<file path="src/rtl/rv_pipe_pkg.sv">
// Shared pipeline types for the decode/execute boundary: the packed control
// bundle, its all-zero NOP value, and the result_src / alu_ctrl encodings.
package rv_pipe_pkg;

  localparam int unsigned REG_IDX_W = 5;

  // result_src encodings
  localparam logic [1:0] RES_ALU = 2'b00;
  localparam logic [1:0] RES_MEM = 2'b01;
  localparam logic [1:0] RES_PC4 = 2'b10;

  // alu_ctrl encodings
  localparam logic [2:0] ALU_ADD = 3'b000;
  localparam logic [2:0] ALU_SUB = 3'b001;
  localparam logic [2:0] ALU_AND = 3'b010;
  localparam logic [2:0] ALU_OR  = 3'b011;
  localparam logic [2:0] ALU_SLT = 3'b101;

  typedef struct packed {
    logic       reg_write;
    logic [1:0] result_src;
    logic       mem_write;
    logic       jump;
    logic       branch;
    logic [2:0] alu_ctrl;
    logic       alu_src;
  } ctrl_t;

  localparam ctrl_t CTRL_NOP = '0;

endpackage

</file>
<file path="src/rtl/hazard_detect.sv">
// Load-use hazard detection for the ID/EX boundary (purely combinational).
// Ports:
//   valid_e_i, result_src_e_i, rd_e_i : instruction currently held in EX
//   rs1_d_i, rs2_d_i                  : source indices of the decoding instruction
//   lu_hazard_o                       : EX load feeds a decode source
//   stall_f_o, stall_d_o              : hold PC and IF/ID while the hazard is up
module hazard_detect
  import rv_pipe_pkg::*;
(
  input  logic                 valid_e_i,
  input  logic [1:0]           result_src_e_i,
  input  logic [REG_IDX_W-1:0] rd_e_i,
  input  logic [REG_IDX_W-1:0] rs1_d_i,
  input  logic [REG_IDX_W-1:0] rs2_d_i,
  output logic                 lu_hazard_o,
  output logic                 stall_f_o,
  output logic                 stall_d_o
);

  // x0 never carries a dependency, and a bubble in EX produces nothing.
  assign lu_hazard_o = valid_e_i
                     & (result_src_e_i == RES_MEM)
                     & (rd_e_i != '0)
                     & ((rd_e_i == rs1_d_i) | (rd_e_i == rs2_d_i));

  assign stall_f_o = lu_hazard_o;
  assign stall_d_o = lu_hazard_o;

endmodule

</file>
<file path="src/rtl/id_ex_stage.sv">
// ID/EX pipeline register with load-use stall generation, bubble insertion on
// hazard or branch flush, and a saturating bubble counter.
// Config macro: WB_BYPASS_EN -- when defined, writeback data is forwarded into
// the captured RD1/RD2 if the WB destination matches rs1_d/rs2_d.
// Ports:
//   clk, rst_n                         : clock, async active-low reset
//   flush_i                            : squash the instruction entering EX
//   rd1_d, rd2_d, rs1_d, rs2_d, rd_d,
//   pc_d, pc_plus4_d, imm_d, ctrl_d    : decode-stage instruction
//   rd_w, result_w, reg_write_w        : writeback port (bypass only)
//   *_e, valid_e                       : EX-stage registered instruction
//   stall_f, stall_d                   : load-use stall requests
//   bubble_cnt                         : saturating count of inserted bubbles
module id_ex_stage
  import rv_pipe_pkg::*;
#(
  parameter int unsigned XLEN  = 32,
  parameter int unsigned CNT_W = 16
) (
  input  logic                 clk,
  input  logic                 rst_n,
  input  logic                 flush_i,
  input  logic [XLEN-1:0]      rd1_d,
  input  logic [XLEN-1:0]      rd2_d,
  input  logic [REG_IDX_W-1:0] rs1_d,
  input  logic [REG_IDX_W-1:0] rs2_d,
  input  logic [REG_IDX_W-1:0] rd_d,
  input  logic [XLEN-1:0]      pc_d,
  input  logic [XLEN-1:0]      pc_plus4_d,
  input  logic [XLEN-1:0]      imm_d,
  input  ctrl_t                ctrl_d,
  input  logic [REG_IDX_W-1:0] rd_w,
  input  logic [XLEN-1:0]      result_w,
  input  logic                 reg_write_w,
  output logic [XLEN-1:0]      rd1_e,
  output logic [XLEN-1:0]      rd2_e,
  output logic [XLEN-1:0]      pc_e,
  output logic [XLEN-1:0]      pc_plus4_e,
  output logic [XLEN-1:0]      imm_e,
  output logic [REG_IDX_W-1:0] rs1_e,
  output logic [REG_IDX_W-1:0] rs2_e,
  output logic [REG_IDX_W-1:0] rd_e,
  output ctrl_t                ctrl_e,
  output logic                 valid_e,
  output logic                 stall_f,
  output logic                 stall_d,
  output logic [CNT_W-1:0]     bubble_cnt
);

  logic [XLEN-1:0]      rd1_e_q, rd1_e_d, rd2_e_q, rd2_e_d;
  logic [XLEN-1:0]      pc_e_q, pc_e_d, pc4_e_q, pc4_e_d, imm_e_q, imm_e_d;
  logic [REG_IDX_W-1:0] rs1_e_q, rs1_e_d, rs2_e_q, rs2_e_d, rd_e_q, rd_e_d;
  ctrl_t                ctrl_e_q, ctrl_e_d;
  logic                 valid_e_q, valid_e_d;
  logic [CNT_W-1:0]     cnt_q, cnt_d;
  logic [XLEN-1:0]      rd1_cap, rd2_cap;
  logic                 lu_hazard;
  logic                 bubble;

  hazard_detect u_hazard_detect (
    .valid_e_i      (valid_e_q),
    .result_src_e_i (ctrl_e_q.result_src),
    .rd_e_i         (rd_e_q),
    .rs1_d_i        (rs1_d),
    .rs2_d_i        (rs2_d),
    .lu_hazard_o    (lu_hazard),
    .stall_f_o      (stall_f),
    .stall_d_o      (stall_d)
  );

  // Operand values to capture, optionally overridden by the writeback result.
  always_comb begin
    rd1_cap = rd1_d;
    rd2_cap = rd2_d;
`ifdef WB_BYPASS_EN
    if (reg_write_w && (rd_w != '0) && (rd_w == rs1_d)) rd1_cap = result_w;
    if (reg_write_w && (rd_w != '0) && (rd_w == rs2_d)) rd2_cap = result_w;
`endif
  end

`ifndef WB_BYPASS_EN
  // Writeback port is only consumed by the bypass build.
  logic unused_wb;
  assign unused_wb = ^{rd_w, result_w, reg_write_w};
`endif

  // Flush and hazard collapse into a single bubble.
  assign bubble = flush_i | lu_hazard;

  // Next-state: bubble keeps data fields, clears control; else capture decode.
  always_comb begin
    rd1_e_d   = rd1_e_q;
    rd2_e_d   = rd2_e_q;
    pc_e_d    = pc_e_q;
    pc4_e_d   = pc4_e_q;
    imm_e_d   = imm_e_q;
    rs1_e_d   = rs1_e_q;
    rs2_e_d   = rs2_e_q;
    rd_e_d    = rd_e_q;
    ctrl_e_d  = ctrl_e_q;
    valid_e_d = valid_e_q;
    cnt_d     = cnt_q;
    if (bubble) begin
      ctrl_e_d  = CTRL_NOP;
      valid_e_d = 1'b0;
      rd_e_d    = '0;
      if (cnt_q != '1) cnt_d = cnt_q + CNT_W'(1);
    end else begin
      rd1_e_d   = rd1_cap;
      rd2_e_d   = rd2_cap;
      pc_e_d    = pc_d;
      pc4_e_d   = pc_plus4_d;
      imm_e_d   = imm_d;
      rs1_e_d   = rs1_d;
      rs2_e_d   = rs2_d;
      rd_e_d    = rd_d;
      ctrl_e_d  = ctrl_d;
      valid_e_d = 1'b1;
    end
  end

  // EX-stage register
  always_ff @(posedge clk or negedge rst_n) begin
    if (!rst_n) begin
      rd1_e_q   <= '0;
      rd2_e_q   <= '0;
      pc_e_q    <= '0;
      pc4_e_q   <= '0;
      imm_e_q   <= '0;
      rs1_e_q   <= '0;
      rs2_e_q   <= '0;
      rd_e_q    <= '0;
      ctrl_e_q  <= CTRL_NOP;
      valid_e_q <= 1'b0;
      cnt_q     <= '0;
    end else begin
      rd1_e_q   <= rd1_e_d;
      rd2_e_q   <= rd2_e_d;
      pc_e_q    <= pc_e_d;
      pc4_e_q   <= pc4_e_d;
      imm_e_q   <= imm_e_d;
      rs1_e_q   <= rs1_e_d;
      rs2_e_q   <= rs2_e_d;
      rd_e_q    <= rd_e_d;
      ctrl_e_q  <= ctrl_e_d;
      valid_e_q <= valid_e_d;
      cnt_q     <= cnt_d;
    end
  end

  assign rd1_e      = rd1_e_q;
  assign rd2_e      = rd2_e_q;
  assign pc_e       = pc_e_q;
  assign pc_plus4_e = pc4_e_q;
  assign imm_e      = imm_e_q;
  assign rs1_e      = rs1_e_q;
  assign rs2_e      = rs2_e_q;
  assign rd_e       = rd_e_q;
  assign ctrl_e     = ctrl_e_q;
  assign valid_e    = valid_e_q;
  assign bubble_cnt = cnt_q;

endmodule

</file>
<file path="config.mk">
export PLATFORM = sky130hd
export DESIGN_NAME = id_ex_stage
export DESIGN_NICKNAME = d
export VERILOG_FILES = /design/src/rtl/rv_pipe_pkg.sv /design/src/rtl/hazard_detect.sv /design/src/rtl/id_ex_stage.sv
export SDC_FILE = /design/constraint.sdc
export NUM_CORES = 1
export LEC_CHECK = 0
export ABC_AREA = 1
export CAP_MARGIN = 40
export CORE_AREA = 2 2 165 167
export DETAILED_ROUTE_END_ITERATION = 10
export DIE_AREA = 0 0 167 169
export PLACE_DENSITY = 0.76
export SLEW_MARGIN = 5
export SYNTH_ARGS = -nofsm -noshare
export SYNTH_HDL_FRONTEND = slang
export SYNTH_SLANG_ARGS = --single-unit
</file>
<file path="constraint.sdc">
create_clock -name clk -period 1.55 [get_ports clk]
set_input_delay 0.31 -clock clk [delete_from_list [all_inputs] [get_ports clk]]
set_output_delay 0.31 -clock clk [all_outputs]
set_load 0.005 [all_outputs]
</file>
---- Yosys cells after proc, flatten, opt, wreduce, memory -nomap -nowiden ----
Cells that the tools add are included.
cells by class
  multiplexer cells ....................... 3
  eq/ne operators ......................... 4
  reductions and logical operators ........ 2
  bitwise logic cells ..................... 5
  add/subtract/negate cells ............... 1
operator list
  kind                     number
  $add A16 B1 Y16 const B  1
  $ne A16 B16 Y1 const B   1
  $eq A5 B5 Y1             2
  $mux W10                 1
  $mux W5                  1
  $reduce_bool A5 Y1       1
  $and A1 B1 Y1            3
  $eq A2 B1 Y1 const B     1
  $or A1 B1 Y1             2
  $reduce_and A2 Y1        1
  $mux W1                  1
word-level totals
  output and inout bits ................... 204
  register bits after elaboration ......... 202
  logic and storage cells ................. 32

---- Depth between registers and ports, before layout ----
  depth after elaboration ................. 6
  depth in mapped cells ................... 13

---- Cells and area by module ----
From an unflattened synthesis, not the netlist that was laid out.
unflattened totals
  cells, all modules ...................... 967
  area total of the unflattened synthesis .. 8175.3 µm²
by module, submodules not included
  module         cells an instance  area each (µm²)  instances
  id_ex_stage    919                7960.1           1
  hazard_detect  48                 215.2            1

---- Worst setup path before layout ----
No wires, ideal clock.
  kind .................................... register to register
  start ................................... register cnt_q[0], in the netlist bubble_cnt[0]
  end ..................................... register cnt_q[10], in the netlist bubble_cnt[10]
  data arrival time ....................... 1.531 ns
  required time ........................... 1.433 ns
  cell stages (with the launch flop) ...... 8
  clock period less this slack ............ 1.648 ns
  slack ................................... -0.098 ns
  library setup time ...................... 0.117 ns
  buffers on the path ..................... 1
  cells stage by stage .................... dfrtp_1 ha_1 nand3_1 nor3_2 nand3_2 clkbuf_1 nand3_1 nand2_1
between the ends
  word-level cells in the longest chain between the ends .. 2
RTL lines
  what                                                                     RTL line            source
  from (decl)                                                              id_ex_stage.sv:55   logic [CNT_W-1:0] cnt_q, cnt_d;
  from (signal assigned)                                                   id_ex_stage.sv:147  cnt_q <= cnt_d;
  parallel branches: the longest is 2 deep, another holds $add A16 B1 Y16  --
Several ways; the timed one is not identified.
A chain may end at the register's enable or synchronous reset.

---- Worst setup path in the final report ----
  start ................................... register rd_e_q[0], in the netlist rd_e[0]
  end ..................................... register rd1_e_q[21], in the netlist rd1_e[21]
between the ends
  word-level cells in the longest chain between the ends .. 4
RTL lines
  what                                                       RTL line                                  source
  from (decl)                                                id_ex_stage.sv:52                         logic [REG_IDX_W-1:0] rs1_e_q, rs1_e_d, rs2_e_q, rs2_e_d, rd_e_q, rd_e_d;
  from (signal assigned)                                     id_ex_stage.sv:144                        rd_e_q <= rd_e_d;
  $eq A5 B5 Y1 / $reduce_bool A5 Y1 (equally long branches)  hazard_detect.sv:24, hazard_detect.sv:23
  $or A1 B1 Y1 / $and A1 B1 Y1 (equally long branches)       hazard_detect.sv:24, hazard_detect.sv:23
  $and A1 B1 Y1 (*)                                          hazard_detect.sv:24                       & ((rd_e_i == rs1_d_i) | (rd_e_i == rs2_d_i));
  $or A1 B1 Y1 (*)                                           id_ex_stage.sv:88                         assign bubble = flush_i | lu_hazard;
  to (signal assigned)                                       id_ex_stage.sv:137                        rd1_e_q <= rd1_e_d;
  to (decl)                                                  id_ex_stage.sv:50                         logic [XLEN-1:0] rd1_e_q, rd1_e_d, rd2_e_q, rd2_e_d;
Mark *: on every way between the ends. The rest lies on a longest branch, timed or not.

==> impl_metrics.csv <==
group,metric,value,unit
status,run_status,"complete, but fails checks",
status,violations,"setup timing",
yosys,syn_avg_cell_area,8.614,sq um
timing,fmax,518.9,MHz
yosys,yosys.area.top_type,"dfrtp_1",
global_route,grt_start_max_net_pins,44,
timing,finalCritPeriodShare,1.243,
die,die_h,169,um
timing,rsz0062_at_grt,"yes",
yosys,synth.distinct_cells,20,
yosys,ys_warn_count,0,
critical_path,cpLargestDelayFamily,"buffers and inverters",
routing,routedWlPerCell,17.82,um
timing,holdWs,0.3319,ns
critical_path,cp.required,1.94,ns
critical_path,reg2reg_to,"rd1_e[21]",
timing,setup_viol,204,
routing,routed_wirelength,32450,um
critical_path,cpMaxStageDelayCell,"dfrtp_1",
die,core_area,0.02650,sq mm
critical_path,critPathCapture,"rd1_e[21]",
routing,vias,8462,
die,dieArea,0.02822,sq mm
layout,final_cells,1821,
place,dp_hpwl,19000,um
yosys,netlist_area,0.008123,sq mm
clocking,cts_max_level,1,
yosys,ys_ff_latch,202,
timing,hold_viol_final,0,
critical_path,max_stage_delay,0.43,ns
routing,drc_errors,0,
global_route,grt_pass1_vias,8730,
layout,syn2layout_area_growth,95.15,%
clocking,cts.sinks,202,
power_and_ir_drop,switching_share,0.2656,
place,placedCellCount,1695,
critical_path,r2r_cells,13,
power_and_ir_drop,p_leak,8.314,nW
critical_path,worstPathMaxFanout,6,
critical_path,cp_cell_sequence,"nor2_1, nand4_1, nand4_1, inv_1, nand2_2, buf_6, nand2_8, buf_12, buf_8, buf_12, clkbuf_16, nand2_2, nand2_1",
clocking,cts_buffers,23,
clocking,clockBufferDepth,3,
timing,finalWorstSetupSlack,-0.3773,ns
routing,first_iter_violations,439,
routing,final_antenna_net_count,0,
timing,tightest_slew,0.4587,ns
critical_path,critical_path_buf_inv_count,6,
critical_path,setup.worst_path.end_class,"register",
layout,diodes,0,
clocking,clock_latency,0.50,ns
place,numPortBuffers,391,
yosys,syn_nets,1170,
routing,viasPerCell,4.647,
yosys,ys_seq_area_frac,0.6223,
critical_path,regToRegSetupSlack,-0.38,ns
timing,slew_headroom,0.6942,
global_route,gr-total-overflow,0,
power_and_ir_drop,clock_power_share,0.373,
yosys,syn_inst,943,
die,die_w,167,um
critical_path,cp_data_arrival_time,2.31,ns
layout,nets,1692,
global_route,grt_pass1_wl,47030,um
layout,layout_common_cells,"411 x nand2_1, 199 x dfrtp_1, 186 x clkdlybuf4s50_1, 182 x dlygate4sd2_1, 117 x nand2_2",
place,place_area,0.01287,sq mm
die,io_pins,430,
yosys,yosysTopAreaCellShare,0.6223,
global_route,antenna_found_initial,0,
critical_path,critPathLaunchType,"register",
power_and_ir_drop,switching_power,4.043,mW
clocking,path_clk_slew,0.06,ns
yosys,synth_area_leaders,"dfrtp_1 62%, nand2_1 26%, buf_2 1.8%",
die,start_util,0.3065,
hold_path,min_path_type,"primary input to async pin",
power_and_ir_drop,p_seq_frac,0.400,
die,rows,60,
clocking,cts_root_buffer,"clkbuf_16",
layout,utilization,0.5982,
power_and_ir_drop,pwr-share-comb,0.227,
critical_path,path_class,"register to register",
job,maxCapViolCount,0,
power_and_ir_drop,p_int,11.18,mW
clocking,cts_tree,"built",
layout,final_common_cell,"nand2_1",
critical_path,r2r-start,"rd_e[0]",
timing,finalCriticalPeriod,1.927,ns
critical_path,path_depth,13,
layout,drive_above_1_share,0.2676,
power_and_ir_drop,vdd_drop_max,991.1,uV
global_route,grt.total_usage,0.2098,
place,place_congestion,0.8820,
layout,finalInstanceArea,0.01585,sq mm
routing,first_pass_iters,5,
power_and_ir_drop,power_density,960.2,mW/mm^2
timing,final_max_slew_viol_count,0,
critical_path,critPathLaunch,"rd_e[0]",
timing,skew,0.006428,ns
## worst register-to-register path, stage by stage, from the launching register on
cell       delay (ns)
dfrtp_1          0.43
nor2_1           0.12
nand4_1          0.13
nand4_1          0.11
inv_1            0.06
nand2_2          0.09
buf_6            0.11
nand2_8          0.06
buf_12           0.15
buf_8            0.13
buf_12           0.13
clkbuf_16        0.16
nand2_2          0.06
nand2_1          0.06
## cell families after synthesis
logic type,count (synthesis),synth area share
adders and majority gates,1,0.001540
buffers and inverters,83,0.05484
AOI/OAI and AO/OA,7,0.004313
and+or+nand+nor,634,0.2998
xor gates and xnor gates,16,0.01725
DFF,202,0.6223
## how the worst min path moves through the flow
stage / endpoint / slack (ns) / depth (start not counted) / start
3_3_place_gp: pc_e[16] / 0.30 / 1 / rst_n
3_5_place_dp: rd1_e[27] / 0.30 / 1 / rst_n
2_1_floorplan: bubble_cnt[0] / 0.01 / 0 / rst_n
6_report: pc_e[19] / 0.33 / 2 / rst_n
5_1_grt: rd_e[4] / 0.31 / 3 / rd_d[4]
4_1_cts: rd_e[4] / 0.30 / 3 / rd_d[4]
## per-layer routing
| layer | up-vias | part of all wire | track usage |
|---|---|---|---|
| met2 | 361 | 0.52 | 0.3723 |
| met3 | 68 | 0.075 | 0.05565 |
| met1 | 4127 | 0.37 | 0.2403 |
| li1 | 3906 | - | - |
| met4 | 0 | 0.033 | 0.08546 |
| met5 | - | 0 | 0 |
## power by group through the flow
stage          clock network (mW)  registers, mW  logic [mW]
2_1_floorplan                   0           6.21       0.725
3_3_place_gp                    0           6.14        2.80
3_5_place_dp                    0           6.16        2.84
4_1_cts                      5.74           6.02        3.16
5_1_grt                      5.99           6.14        3.72
6_report                     5.67           6.09        3.46
## registers in the layout, indices dropped and copies added, names as in the netlist
name,count
rd2_e,32
imm_e,32
bubble_cnt,16
rs1_e,5
pc_plus4_e,32
rs2_e,5
valid_e,1
pc_e,32
ctrl_e,10
rd1_e,32
rd_e,5
## metrics by stage
stage | worst slack, ns | TNS, ns | total power, mW
after floorplan | 0.004475 | 0 | 6.938
after global routing | -0.4937 | -83.28 | 15.86
after global placement | -0.5930 | -105.28 | 8.941
after CTS | -0.3972 | -62.70 | 14.92
final | -0.3773 | -61.75 | 15.22
after detailed placement | -0.6115 | -109.29 | 9.004
## synth_stat cells, drive strengths merged
master  count
nand2     569
dfrtp     202
buf        43
inv        39
nor2       33
nand3      25
xor2       10
o21ai       7
xnor2       6
nor3        5
nand4       2
clkbuf      1
ha          1
## area by class of cell
class | instances | area (sq um)
clock buffers | 27 | 600.6
clock inverters | 13 | 176.4
fillers | 2094 | 10650
inverters | 39 | 162.7
multi-input cells | 659 | 3396
flip-flops and latches | 202 | 5059
well taps | 341 | 426.7
repair buffers | 538 | 5995
repair inverters | 2 | 36.28
## repair_timing
| action | 4_1_cts | 5_1_grt |
|---|---|---|
| pin swaps | 8 | 66 |
| cloned | 31 | 11 |
| hold endpoints to repair | 31 | 0 |
| hold buffers | 1 | 0 |
| endpoints found under the setup margin | 402 | 210 |
| resized for setup | 313 | 259 |
| buffers inserted | 43 | 11 |
Note: power is estimated with default switching activity, not from simulation.
